<file path="src/rtl/ctr_pr_decode_pkg.sv">
// ---------------------------------------------------------------------------
// ctr_pr_decode_pkg
//
// Purpose:
//   Shared definitions for the pseudo-random shift counter family
//   (ctr_pr4, ctr_pr5) and for the decoder that turns a sampled counter code
//   back into a binary step index. The file is `ifndef guarded so the
//   counters and the decoder can all pull it in without duplicate-definition
//   trouble.
//
// Contents:
//   - LUT_INIT constants for the N=4 and N=5 counters
//   - feedback tap positions into the counter output word
//   - depth of the hidden msb history register per counter width
//   - decoder FSM state enum
//   - small helpers: per-width lookups and an SB_LUT4-equivalent function
// ---------------------------------------------------------------------------
`ifndef CTR_PR_DECODE_PKG_SV
`define CTR_PR_DECODE_PKG_SV

package ctr_pr_decode_pkg;

  // Feedback truth tables. The 4-input LUT index is
  // {oldest msb history bit, top output bit, out[TAP_MID], out[TAP_LO]}.
  localparam logic [15:0] CTR_PR4_LUT_INIT = 16'h4B29;
  localparam logic [15:0] CTR_PR5_LUT_INIT = 16'hC34B;

  // The two low feedback taps are the same for both widths; the high tap is
  // always the top bit of the output word (see tap_hi below).
  localparam int TAP_LO  = 0;
  localparam int TAP_MID = 1;

  // Hidden msb history depth: the N=5 counter remembers one more shifted-out
  // msb than the N=4 counter does.
  localparam int CTR_PR4_MSB_DEPTH = 1;
  localparam int CTR_PR5_MSB_DEPTH = 2;

  // Defaults used by the decoder and its interface.
  localparam int DEFAULT_N         = 4;
  localparam int DEFAULT_MAX_STEPS = 128;

  typedef enum logic [1:0] {
    ST_IDLE   = 2'd0,
    ST_SEARCH = 2'd1,
    ST_DONE   = 2'd2
  } state_e;

  // LUT contents for a given counter width.
  function automatic logic [15:0] lut_init(input int n);
    return (n == 5) ? CTR_PR5_LUT_INIT : CTR_PR4_LUT_INIT;
  endfunction

  // Msb history depth for a given counter width.
  function automatic int msb_depth(input int n);
    return (n == 5) ? CTR_PR5_MSB_DEPTH : CTR_PR4_MSB_DEPTH;
  endfunction

  // High feedback tap: the bit about to be shifted out.
  function automatic int tap_hi(input int n);
    return n - 1;
  endfunction

  // Same behaviour as an iCE40 SB_LUT4 cell: the 4-bit select picks one bit
  // of the 16-bit init vector.
  function automatic logic sb_lut4(input logic [15:0] init,
                                   input logic [3:0]  sel);
    return init[sel];
  endfunction

endpackage

`endif

</file>
<file path="src/rtl/ctr_pr_decode_if.sv">
// ---------------------------------------------------------------------------
// ctr_pr_decode_if
//
// Purpose:
//   Start/done handshake bundle between a requester and ctr_pr_decode.
//
// Signals:
//   start  requester -> decoder  one-cycle request
//   code   requester -> decoder  counter code, sampled with an accepted start
//   busy   decoder -> requester  high while searching
//   done   decoder -> requester  one-cycle result-valid pulse
//   idx    decoder -> requester  step index of the captured code
//   err    decoder -> requester  qualifies done: code not found
//
// Modports:
//   master  requester side
//   slave   decoder side
// ---------------------------------------------------------------------------
interface ctr_pr_decode_if
  import ctr_pr_decode_pkg::*;
#(
  parameter int N = DEFAULT_N,
  parameter int W = $clog2(DEFAULT_MAX_STEPS)
) ();

  logic         start;
  logic [N-1:0] code;
  logic         busy;
  logic         done;
  logic [W-1:0] idx;
  logic         err;

  modport master (
    output start, code,
    input  busy, done, idx, err
  );

  modport slave (
    input  start, code,
    output busy, done, idx, err
  );

endinterface

</file>
<file path="src/rtl/ctr_pr_step.sv">
// ---------------------------------------------------------------------------
// ctr_pr_step
//
// Purpose:
//   Combinational next state of a pseudo-random shift counter of width N
//   (4 or 5), i.e. exactly what ctr_pr4 / ctr_pr5 do on one inc pulse.
//   The feedback bit comes from an SB_LUT4-style table lookup and is shifted
//   in at the bottom; the bit shifted out of the top enters the hidden msb
//   history.
//
// Ports:
//   out_i  [N-1:0]  current counter output word
//   msb_i  [D-1:0]  current msb history (D = 1 for N=4, 2 for N=5)
//   out_o  [N-1:0]  output word after one step
//   msb_o  [D-1:0]  msb history after one step
// ---------------------------------------------------------------------------
module ctr_pr_step
  import ctr_pr_decode_pkg::*;
#(
  parameter int N = DEFAULT_N
) (
  input  logic [N-1:0]            out_i,
  input  logic [msb_depth(N)-1:0] msb_i,
  output logic [N-1:0]            out_o,
  output logic [msb_depth(N)-1:0] msb_o
);

  localparam int          D    = msb_depth(N);
  localparam int          HI   = tap_hi(N);
  localparam logic [15:0] INIT = lut_init(N);

  logic [3:0] lutSel;
  logic       lutBit;

  // The oldest history bit leads the LUT select, so for N=5 the feedback
  // depends on the msb shifted out two steps ago.
  assign lutSel = {msb_i[D-1], out_i[HI], out_i[TAP_MID], out_i[TAP_LO]};
  assign lutBit = sb_lut4(INIT, lutSel);

  assign out_o = {out_i[N-2:0], lutBit};

  // History is a tiny shift register fed by the outgoing msb.
  if (D == 1) begin : g_hist1
    assign msb_o = out_i[HI];
  end else begin : g_histn
    assign msb_o = {msb_i[D-2:0], out_i[HI]};
  end

endmodule

</file>
<file path="src/rtl/ctr_pr_decode.sv">
// ---------------------------------------------------------------------------
// ctr_pr_decode
//
// Purpose:
//   Converts a sampled ctr_pr4 / ctr_pr5 code into its binary step index
//   (number of inc pulses since the all-zero state). A private replica of
//   the counter is stepped from all-zero until its output equals the
//   captured code; the first matching step is reported. If nothing matches
//   within MAX_STEPS replica states, done is raised with err=1 and
//   idx=MAX_STEPS-1.
//
// Parameters:
//   N          counter width, 4 or 5
//   MAX_STEPS  replica states examined before giving up, 2..256
//   W          idx width, $clog2(MAX_STEPS) (derived)
//
// Ports:
//   clk     rising-edge clock
//   rst     asynchronous active-high reset
//   dec_if  ctr_pr_decode_if.slave: start, code in; busy, done, idx, err out
//
// Build option:
//   CTR_PR_DECODE_FAST_EN  when defined, each search cycle checks both the
//   replica and its successor and advances two states, halving latency.
//   idx/err are identical in both builds.
// ---------------------------------------------------------------------------
module ctr_pr_decode
  import ctr_pr_decode_pkg::*;
#(
  parameter  int N         = DEFAULT_N,
  parameter  int MAX_STEPS = DEFAULT_MAX_STEPS,
  localparam int W         = $clog2(MAX_STEPS),
  localparam int D         = msb_depth(N)
) (
  input  logic           clk,
  input  logic           rst,
  ctr_pr_decode_if.slave dec_if
);

  // Only the two counter sequences the LUT tables describe are supported.
  if (!(N == 4 || N == 5)) begin : g_bad_n
    $error("ctr_pr_decode: N must be 4 or 5");
  end
  if (MAX_STEPS < 2 || MAX_STEPS > 256) begin : g_bad_max
    $error("ctr_pr_decode: MAX_STEPS must be in 2..256");
  end

  // Last replica index that may be examined, one bit wider than step so the
  // fast build can compare step+1 without wrapping.
  localparam logic [W:0] LAST_STEP = (W+1)'(MAX_STEPS - 1);

  state_e         state_q, state_d;
  logic [N-1:0]   code_q, code_d;
  logic [N-1:0]   repOut_q, repOut_d;
  logic [D-1:0]   repMsb_q, repMsb_d;
  logic [W-1:0]   step_q, step_d;
  logic [W-1:0]   idx_q, idx_d;
  logic           err_q, err_d;
  logic           busy_q, busy_d;
  logic           done_q, done_d;

  logic [W:0]     stepExt;
  logic [W:0]     stepNext;
  logic [N-1:0]   nxt1Out;
  logic [D-1:0]   nxt1Msb;

  assign stepExt  = {1'b0, step_q};
  assign stepNext = stepExt + 1'b1;

  // Successor of the replica; needed in both builds.
  ctr_pr_step #(.N(N)) u_step1 (
    .out_i (repOut_q),
    .msb_i (repMsb_q),
    .out_o (nxt1Out),
    .msb_o (nxt1Msb)
  );

`ifdef CTR_PR_DECODE_FAST_EN
  logic [N-1:0]   nxt2Out;
  logic [D-1:0]   nxt2Msb;
  logic [W:0]     stepTwo;

  assign stepTwo = stepExt + (W+1)'(2);

  // Second step in series: the state two inc pulses ahead, used to advance
  // the replica by two per cycle.
  ctr_pr_step #(.N(N)) u_step2 (
    .out_i (nxt1Out),
    .msb_i (nxt1Msb),
    .out_o (nxt2Out),
    .msb_o (nxt2Msb)
  );
`endif

  // Next-state and output logic. Everything holds by default; a start seen
  // in IDLE or DONE restarts the replica from all-zero with the new code,
  // and SEARCH either finishes (match or limit) or advances the replica.
  // busy/done are derived from the next state so they come out of flops
  // aligned with the state they describe.
  always_comb begin
    state_d  = state_q;
    code_d   = code_q;
    repOut_d = repOut_q;
    repMsb_d = repMsb_q;
    step_d   = step_q;
    idx_d    = idx_q;
    err_d    = err_q;

    case (state_q)
      ST_IDLE, ST_DONE: begin
        if (dec_if.start) begin
          code_d   = dec_if.code;
          repOut_d = '0;
          repMsb_d = '0;
          step_d   = '0;
          state_d  = ST_SEARCH;
        end else begin
          state_d  = ST_IDLE;
        end
      end

      ST_SEARCH: begin
`ifdef CTR_PR_DECODE_FAST_EN
        // The successor only counts while its index is still inside the
        // examined window, so odd MAX_STEPS gives the same answer as the
        // single-step build.
        if (repOut_q == code_q) begin
          idx_d   = step_q;
          err_d   = 1'b0;
          state_d = ST_DONE;
        end else if (nxt1Out == code_q && stepNext <= LAST_STEP) begin
          idx_d   = stepNext[W-1:0];
          err_d   = 1'b0;
          state_d = ST_DONE;
        end else if (stepNext >= LAST_STEP) begin
          idx_d   = LAST_STEP[W-1:0];
          err_d   = 1'b1;
          state_d = ST_DONE;
        end else begin
          repOut_d = nxt2Out;
          repMsb_d = nxt2Msb;
          step_d   = stepTwo[W-1:0];
        end
`else
        // A match on the very last examined state still wins over err.
        if (repOut_q == code_q) begin
          idx_d   = step_q;
          err_d   = 1'b0;
          state_d = ST_DONE;
        end else if (stepExt == LAST_STEP) begin
          idx_d   = LAST_STEP[W-1:0];
          err_d   = 1'b1;
          state_d = ST_DONE;
        end else begin
          repOut_d = nxt1Out;
          repMsb_d = nxt1Msb;
          step_d   = stepNext[W-1:0];
        end
`endif
      end

      default: begin
        state_d = ST_IDLE;
      end
    endcase

    busy_d = (state_d == ST_SEARCH);
    done_d = (state_d == ST_DONE);
  end

  // State and output registers. Reset is asynchronous so an in-flight
  // search is dropped immediately and never produces a done.
  always_ff @(posedge clk or posedge rst) begin
    if (rst) begin
      state_q  <= ST_IDLE;
      code_q   <= '0;
      repOut_q <= '0;
      repMsb_q <= '0;
      step_q   <= '0;
      idx_q    <= '0;
      err_q    <= 1'b0;
      busy_q   <= 1'b0;
      done_q   <= 1'b0;
    end else begin
      state_q  <= state_d;
      code_q   <= code_d;
      repOut_q <= repOut_d;
      repMsb_q <= repMsb_d;
      step_q   <= step_d;
      idx_q    <= idx_d;
      err_q    <= err_d;
      busy_q   <= busy_d;
      done_q   <= done_d;
    end
  end

  assign dec_if.busy = busy_q;
  assign dec_if.done = done_q;
  assign dec_if.idx  = idx_q;
  assign dec_if.err  = err_q;

endmodule
</file>
<file path="src/flat_wrapper.sv">
// flat-port wrapper written by rule: the top's interface ports become plain ports
module ctr_pr_decode_flat import ctr_pr_decode_pkg::*;
#(
  parameter  int N         = DEFAULT_N,
  parameter  int MAX_STEPS = DEFAULT_MAX_STEPS,
  localparam int W         = $clog2(MAX_STEPS),
  localparam int D         = msb_depth(N)
)
  (clk, rst, dec_if_start, dec_if_code, dec_if_busy, dec_if_done, dec_if_idx, dec_if_err);
  ctr_pr_decode_if #(.N(N)) dec_if_i ();
  input  logic clk;
  input  logic rst;
  input wire logic [$bits(dec_if_i.start)-1:0] dec_if_start;
  input wire logic [$bits(dec_if_i.code)-1:0] dec_if_code;
  output wire logic [$bits(dec_if_i.busy)-1:0] dec_if_busy;
  output wire logic [$bits(dec_if_i.done)-1:0] dec_if_done;
  output wire logic [$bits(dec_if_i.idx)-1:0] dec_if_idx;
  output wire logic [$bits(dec_if_i.err)-1:0] dec_if_err;
  assign dec_if_i.start = dec_if_start;
  assign dec_if_i.code = dec_if_code;
  assign dec_if_busy = dec_if_i.busy;
  assign dec_if_done = dec_if_i.done;
  assign dec_if_idx = dec_if_i.idx;
  assign dec_if_err = dec_if_i.err;
  ctr_pr_decode #(.N(N), .MAX_STEPS(MAX_STEPS)) u_core (.clk(clk), .rst(rst), .dec_if(dec_if_i));
endmodule
</file>
<file path="config.mk">
export PLATFORM = sky130hd
export DESIGN_NAME = ctr_pr_decode_flat
export DESIGN_NICKNAME = d
export VERILOG_FILES = /design/src/rtl/ctr_pr_decode_pkg.sv /design/src/rtl/ctr_pr_decode_if.sv /design/src/rtl/ctr_pr_step.sv /design/src/rtl/ctr_pr_decode.sv /design/src/flat_wrapper.sv
export SDC_FILE = /design/constraint.sdc
export NUM_CORES = 1
export LEC_CHECK = 0
export CORE_MARGIN = 2
export CORE_UTILIZATION = 53
export CTS_CLUSTER_SIZE = 24
export DETAILED_ROUTE_END_ITERATION = 12
export PLACE_DENSITY = 0.77
export SLEW_MARGIN = 15
export SYNTH_ARGS = -nofsm -noshare
export SYNTH_HDL_FRONTEND = slang
export SYNTH_SLANG_ARGS = --single-unit
export TNS_END_PERCENT = 50
</file>
<file path="constraint.sdc">
create_clock -name clk -period 1.9 [get_ports clk]
set_input_delay 0.285 -clock clk [delete_from_list [all_inputs] [get_ports clk]]
set_output_delay 0.285 -clock clk [all_outputs]
set_load 0.02 [all_outputs]
</file>
Word level (Yosys, flattened, before mapping)

Memory sizes are Yosys's and may differ from the RTL's.
Index checks and enable logic that the tools add are counted.

Memories kept: 1
Memory bits (read-only): 16
Output and inout port bits: 10
Latch bits: 0
Bits in writable memories: 0
Register bits after elaboration: 28
Logic and storage cells: 49

Memories:

| name             | depth | bits a word | rd ports | clocked after memory_dff | wr ports | RTL line                | RTL |
|---|---|---|---|---|---|---|---|
| (name not given) | 16    | 1           | 1        | 0                        | 0        | ctr_pr_decode_pkg.sv:67 | `return init[sel];` |

$mul: 0
Add/sub/neg operators: 1
Reduce and logical (&&, ||, !) cells: 7
Bitwise operators: 0
Div/mod/pow operators: 0
Equality and inequality tests: 9
$lt $le $gt $ge: 1
Multiplexer cells: 21
Shifts and indexed selects: 0

Operators by type and width:

| operator            | number |
|---|---|
| $mux 7              | 5 |
| $pmux 7 s2          | 1 |
| $mux 4              | 3 |
| $pmux 4 s2          | 1 |
| $add 7x1->7 const B | 1 |
| $eq 7x7->1 const B  | 1 |
| $mux 1              | 7 |
| $ne 2x2->1 const B  | 3 |
| $lt 4x5->1 const B  | 1 |
| $eq 2x1->1 const B  | 2 |
| $eq 2x2->1 const B  | 2 |
| $eq 4x4->1          | 1 |
| $mux 2              | 2 |
| $pmux 2 s2          | 1 |
| $reduce_and 2->1    | 2 |
| $reduce_and 4->1    | 1 |
| $reduce_bool 2->1   | 2 |
| $logic_not 2->1     | 1 |
| $pmux 1 s2          | 1 |
| $reduce_or 2->1     | 1 |

Logic depth before layout (Yosys ltp)

Word-level depth: 5
Gate-level depth with buffers: 8
Mapped depth without buffers: 6

Hierarchy

Synthesis repeated with hierarchy kept, for this count alone.

Cell total of the unflattened synthesis: 132
Area total of the unflattened synthesis: 1418.9 µm²

Modules (own cells, without submodules):

| module        | area each (µm²) | times used | seq. area each (µm²) | cells each |
|---|---|---|---|---|
| ctr_pr_decode | 1310.0          | 1          | 700.7                | 120 |
| ctr_pr_step   | 108.9           | 1          | 0.0                  | 12 |

Worst setup path after synthesis

No wires, ideal clock.

Kind: reg2reg
From: register u_core.step_q[0]
To: register u_core.repOut_q[0]
Path slack: 0.281 ns
Period minus slack after synthesis: 1.619 ns
Stages on the path, launching flop included: 8
Arrival: 1.493 ns
Path through: dfrtp_1 > ha_1 > and3_2 > nand4_4 > and2_4 > buf_6 > o311ai_1 > nand2_1

Longest elaborated chain between the ends: 3

RTL lines:

| item                       | RTL line             | RTL |
|---|---|---|
| start, declared            | ctr_pr_decode.sv:56  | `logic [W-1:0] step_q, step_d;` |
| start signal, assigned     | ctr_pr_decode.sv:189 | `step_q <= step_d;` |
| $eq 7x7->1                 | ctr_pr_decode.sv:150 | `end else if (stepExt == LAST_STEP) begin` |
| $ne 2x2->1 (no line)       | -                    |  |
| $reduce_and 4->1 (no line) | -                    |  |
| end signal, assigned       | ctr_pr_decode.sv:187 | `repOut_q <= repOut_d;` |
| end, declared              | ctr_pr_decode.sv:54  | `logic [N-1:0] repOut_q, repOut_d;` |

No other way between the ends.
A chain may end at the register's enable or synchronous reset.

Worst setup path after layout

From: register u_core.step_q[1]
To: register u_core.repOut_q[0]

The elaborated chain is that of the path after synthesis.

==> impl_metrics.csv <==
group,metric,value,unit
setup_path,crit_chain,"ha_1 -> and3_2 -> nand4_4 -> and2_4 -> o311ai_1 -> nand2_1",
timing,max-slew-margin-rel,73.6,%
setup_path,path_class,"reg -> reg",
floorplanning,dieArea,2830,sq um
timing,period_share,89.5,%
global_routing,grt_first_pass_wirelength,3910,um
power_and_ir_drop,swShare,39.8,%
timing,period_needed,1700,ps
timing,final_max_slew_viol_count,0,
timing,fin_hold_ws,287,ps
setup_path,cp-start-kind,"flop",
cells_and_area,layout_common_cells,"nand2_1 (28), dfrtp_1 (28), clkdlybuf4s50_1 (16)",
power_and_ir_drop,internal_power,1.64,mW
yosys,synth_cells,122,
setup_path,endpoint_kind,"flop",
setup_path,crit_arrival,1930,ps
flow_run,drv_cap,0,
timing,clock.fmax,588,MHz
timing,fin_skew,1.52,ps
clocking,postCtsHoldBufs,0,
yosys,ys_types,33,
detailed_routing,wl,2260,um
power_and_ir_drop,power.switching,1.09,mW
clocking,clkSlewWorstSetupHoldPaths,150,ps
detailed_routing,drtPass1Iterations,4,
power_and_ir_drop,power_density,1820,nW/um^2
detailed_routing,detail_route.iter0.violations,30,
placement,place.gp.congestion,0.780,
power_and_ir_drop,ir_worst_vdd,1.00,mV
setup_path,path_delay_family,"simple AND/OR/NAND/NOR gates",
detailed_routing,vias_per_cell,5.66,
clocking,clkSinkCount,28,
placement,dp_hpwl,1610,um
clocking,clockBufferDepth,2,
detailed_routing,antenna_left,0,
detailed_routing,post-route-drc-count,0,
clocking,cts_tree,"built",
floorplanning,core_area,2250,sq um
floorplanning,die-width,53.2,um
power_and_ir_drop,p_leak,0.670,nW
timing,rsz0062_at_grt,"no",
setup_path,worst_ep_required_time,2130,ps
cells_and_area,drive_above_1_share,10.1,%
yosys,yosysWarnings,0,
setup_path,critPathMaxFanout,15,
cells_and_area,fillers,184,
placement,io_buffers,16,
floorplanning,row_count,17,
setup_path,slowest_stage,"dfrtp_1",
yosys,synth-seq-area-share,54.6,%
yosys,syn_area,1280,sq um
yosys,ys_seq_elements,28,
yosys,avgSynthCellArea,10.5,sq um
power_and_ir_drop,comb_power_share,47.1,%
timing,tightest_slew,395,ps
clocking,post-cts-setup-buffer-count,0,
setup_path,slowest_delay,420,ps
global_routing,grt_overflow_total,0,
clocking,cts-root-buf,"clkbuf_4",
global_routing,grt_antenna_before_repair,0,
power_and_ir_drop,power_frac_seq,38.6,%
global_routing,grt_max_degree,29,
clocking,clk-insertion-delay-late,330,ps
floorplanning,floorplan.initialDensity,56.9,%
detailed_routing,vias,940,
cells_and_area,syn_to_final_growth,16.9,%
clocking,post_cts_resized,0,
floorplanning,die_h,53.2,um
power_and_ir_drop,p_total,2.73,mW
global_routing,grt_use_total,19.2,%
run_status,outcome,"finished, final reports clean",
setup_path,r2r_slack,200,ps
timing,tns,0,ps
timing,final-hold-violation-count,0,
yosys,synth_nets,130,
setup_path,worst-path-buf-inv,0,
cells_and_area,n_antenna_cell,0,
detailed_routing,detail_route.wl_per_cell,13.6,um
global_routing,grt_pass1_vias,926,
min_path,hold_path.class,"in -> async",
timing,setup_viol,0,
cells_and_area,nets,147,
floorplanning,io_pins,17,
clocking,htreeDepth,1,
clocking,cts_buffers,3,
power_and_ir_drop,power_frac_clock,14.3,%
[synthesized netlist by cell type]
master	count	share of area (%)
a41oi_1	1	0.68
o21ai_0	7	2.7
clkbuf_1	2	0.59
ha_1	1	0.97
a41oi_2	1	1.3
xnor2_1	3	2.0
nor4_1	1	0.49
nand2b_1	4	1.9
nor4b_1	1	0.68
or2_1	1	0.49
nor2_1	5	1.5
and3_1	2	0.97
o21ai_1	5	1.9
inv_1	3	0.88
o21a_1	1	0.59
mux2_2	1	0.88
nand4_1	2	0.97
o22a_1	7	4.8
and3_2	1	0.59
and2_4	1	0.68
xnor2_2	1	1.3
a31oi_1	1	0.49
o31ai_1	1	0.59
nand2_1	28	8.2
nand4_4	1	1.7
o311ai_1	1	0.68
a21oi_1	2	0.78
dfrtp_1	28	55
buf_2	1	0.39
nor2b_1	2	0.97
a21oi_2	2	1.4
buf_6	3	2.6
mux2i_1	1	0.78
[cell families after synthesis]
| family | Yosys count | share of synthesized area [%] |
|---|---|---|
| xor+xnor | 4 | 3.31 |
| compound gates | 29 | 15.9 |
| fa+ha+maj | 1 | 0.975 |
| flops | 28 | 54.6 |
| simple gates | 49 | 19.1 |
| buf+inv | 9 | 4.48 |
| mux | 2 | 1.66 |
[flip-flops by register name, indices dropped and copies added, names as in the netlist]
name                flops
u_core.state_q          2
u_core.step_q           7
u_core.code_q           4
u_core.dec_if.err       1
u_core.dec_if.done      1
u_core.repOut_q         4
u_core.dec_if.busy      1
u_core.dec_if.idx       7
u_core.repMsb_q         1
[worst min-delay path: stages]
cell and delay, ps:
clkdlybuf4s50_1 400, inv_1 50, buf_4 310
[per-layer routing]
layer  up-vias  GRT usage [%]  wire (um)
met3         4           2.82         88
met4         0           9.83         28
met2        23           30.7       1080
met5         -              0          0
li1        458              -          -
met1       455           25.3       1060
[area by class of cell]
type                       instances  area [sq um]  share of cell area [%]
multi-input combinational         85           526                    35.0
sequential                        28           701                    46.7
clock inverter                     1          30.0                    2.00
timing repair buffer              18           175                    11.7
tap                               28          35.0                    2.34
clock buffer                       3          22.5                    1.50
inverter                           3          11.3                   0.751
[power groups by stage]
stage	Clock (mW)	Combinational [mW]	Sequential, mW
after floorplan	0	0.918	1.14
after global placement	0	1.26	1.05
after detailed placement	0	1.29	1.06
final	0.390	1.29	1.06
after CTS	0.396	1.30	1.05
after global routing	0.415	1.45	1.09
[path summary, 6_finish.rpt]
check | from | endpoint | cells after the start
setup / recovery | u_core.step_q[1]$_DFFE_PP0P_ | u_core.repOut_q[0]$_DFFE_PP0P_ | 6
hold / removal | rst | u_core.repMsb_q$_DFFE_PP0P_ | 3
setup reg to reg | u_core.step_q[1]$_DFFE_PP0P_ | u_core.repOut_q[0]$_DFFE_PP0P_ | 6
hold reg to reg | u_core.dec_if.idx[4]$_DFFE_PP0P_ | u_core.dec_if.idx[4]$_DFFE_PP0P_ | 1
max in group asynchronous | rst | u_core.step_q[5]$_DFFE_PP0P_ | 3
min in group clk | dec_if_code[2] | u_core.code_q[2]$_DFFE_PP0P_ | 3
[metrics by stage]
stage	setup slack [ps]	util [%]	cells	area, sq um
global route	27.9	66.5	166	1500
global placement	256	64.2	162	1450
CTS	179	66.5	166	1500
floorplan	281	-	122	1280
detailed placement	200	64.2	162	1450
finish	200	66.5	166	1500
Note: power is estimated with default switching activity, not from simulation.
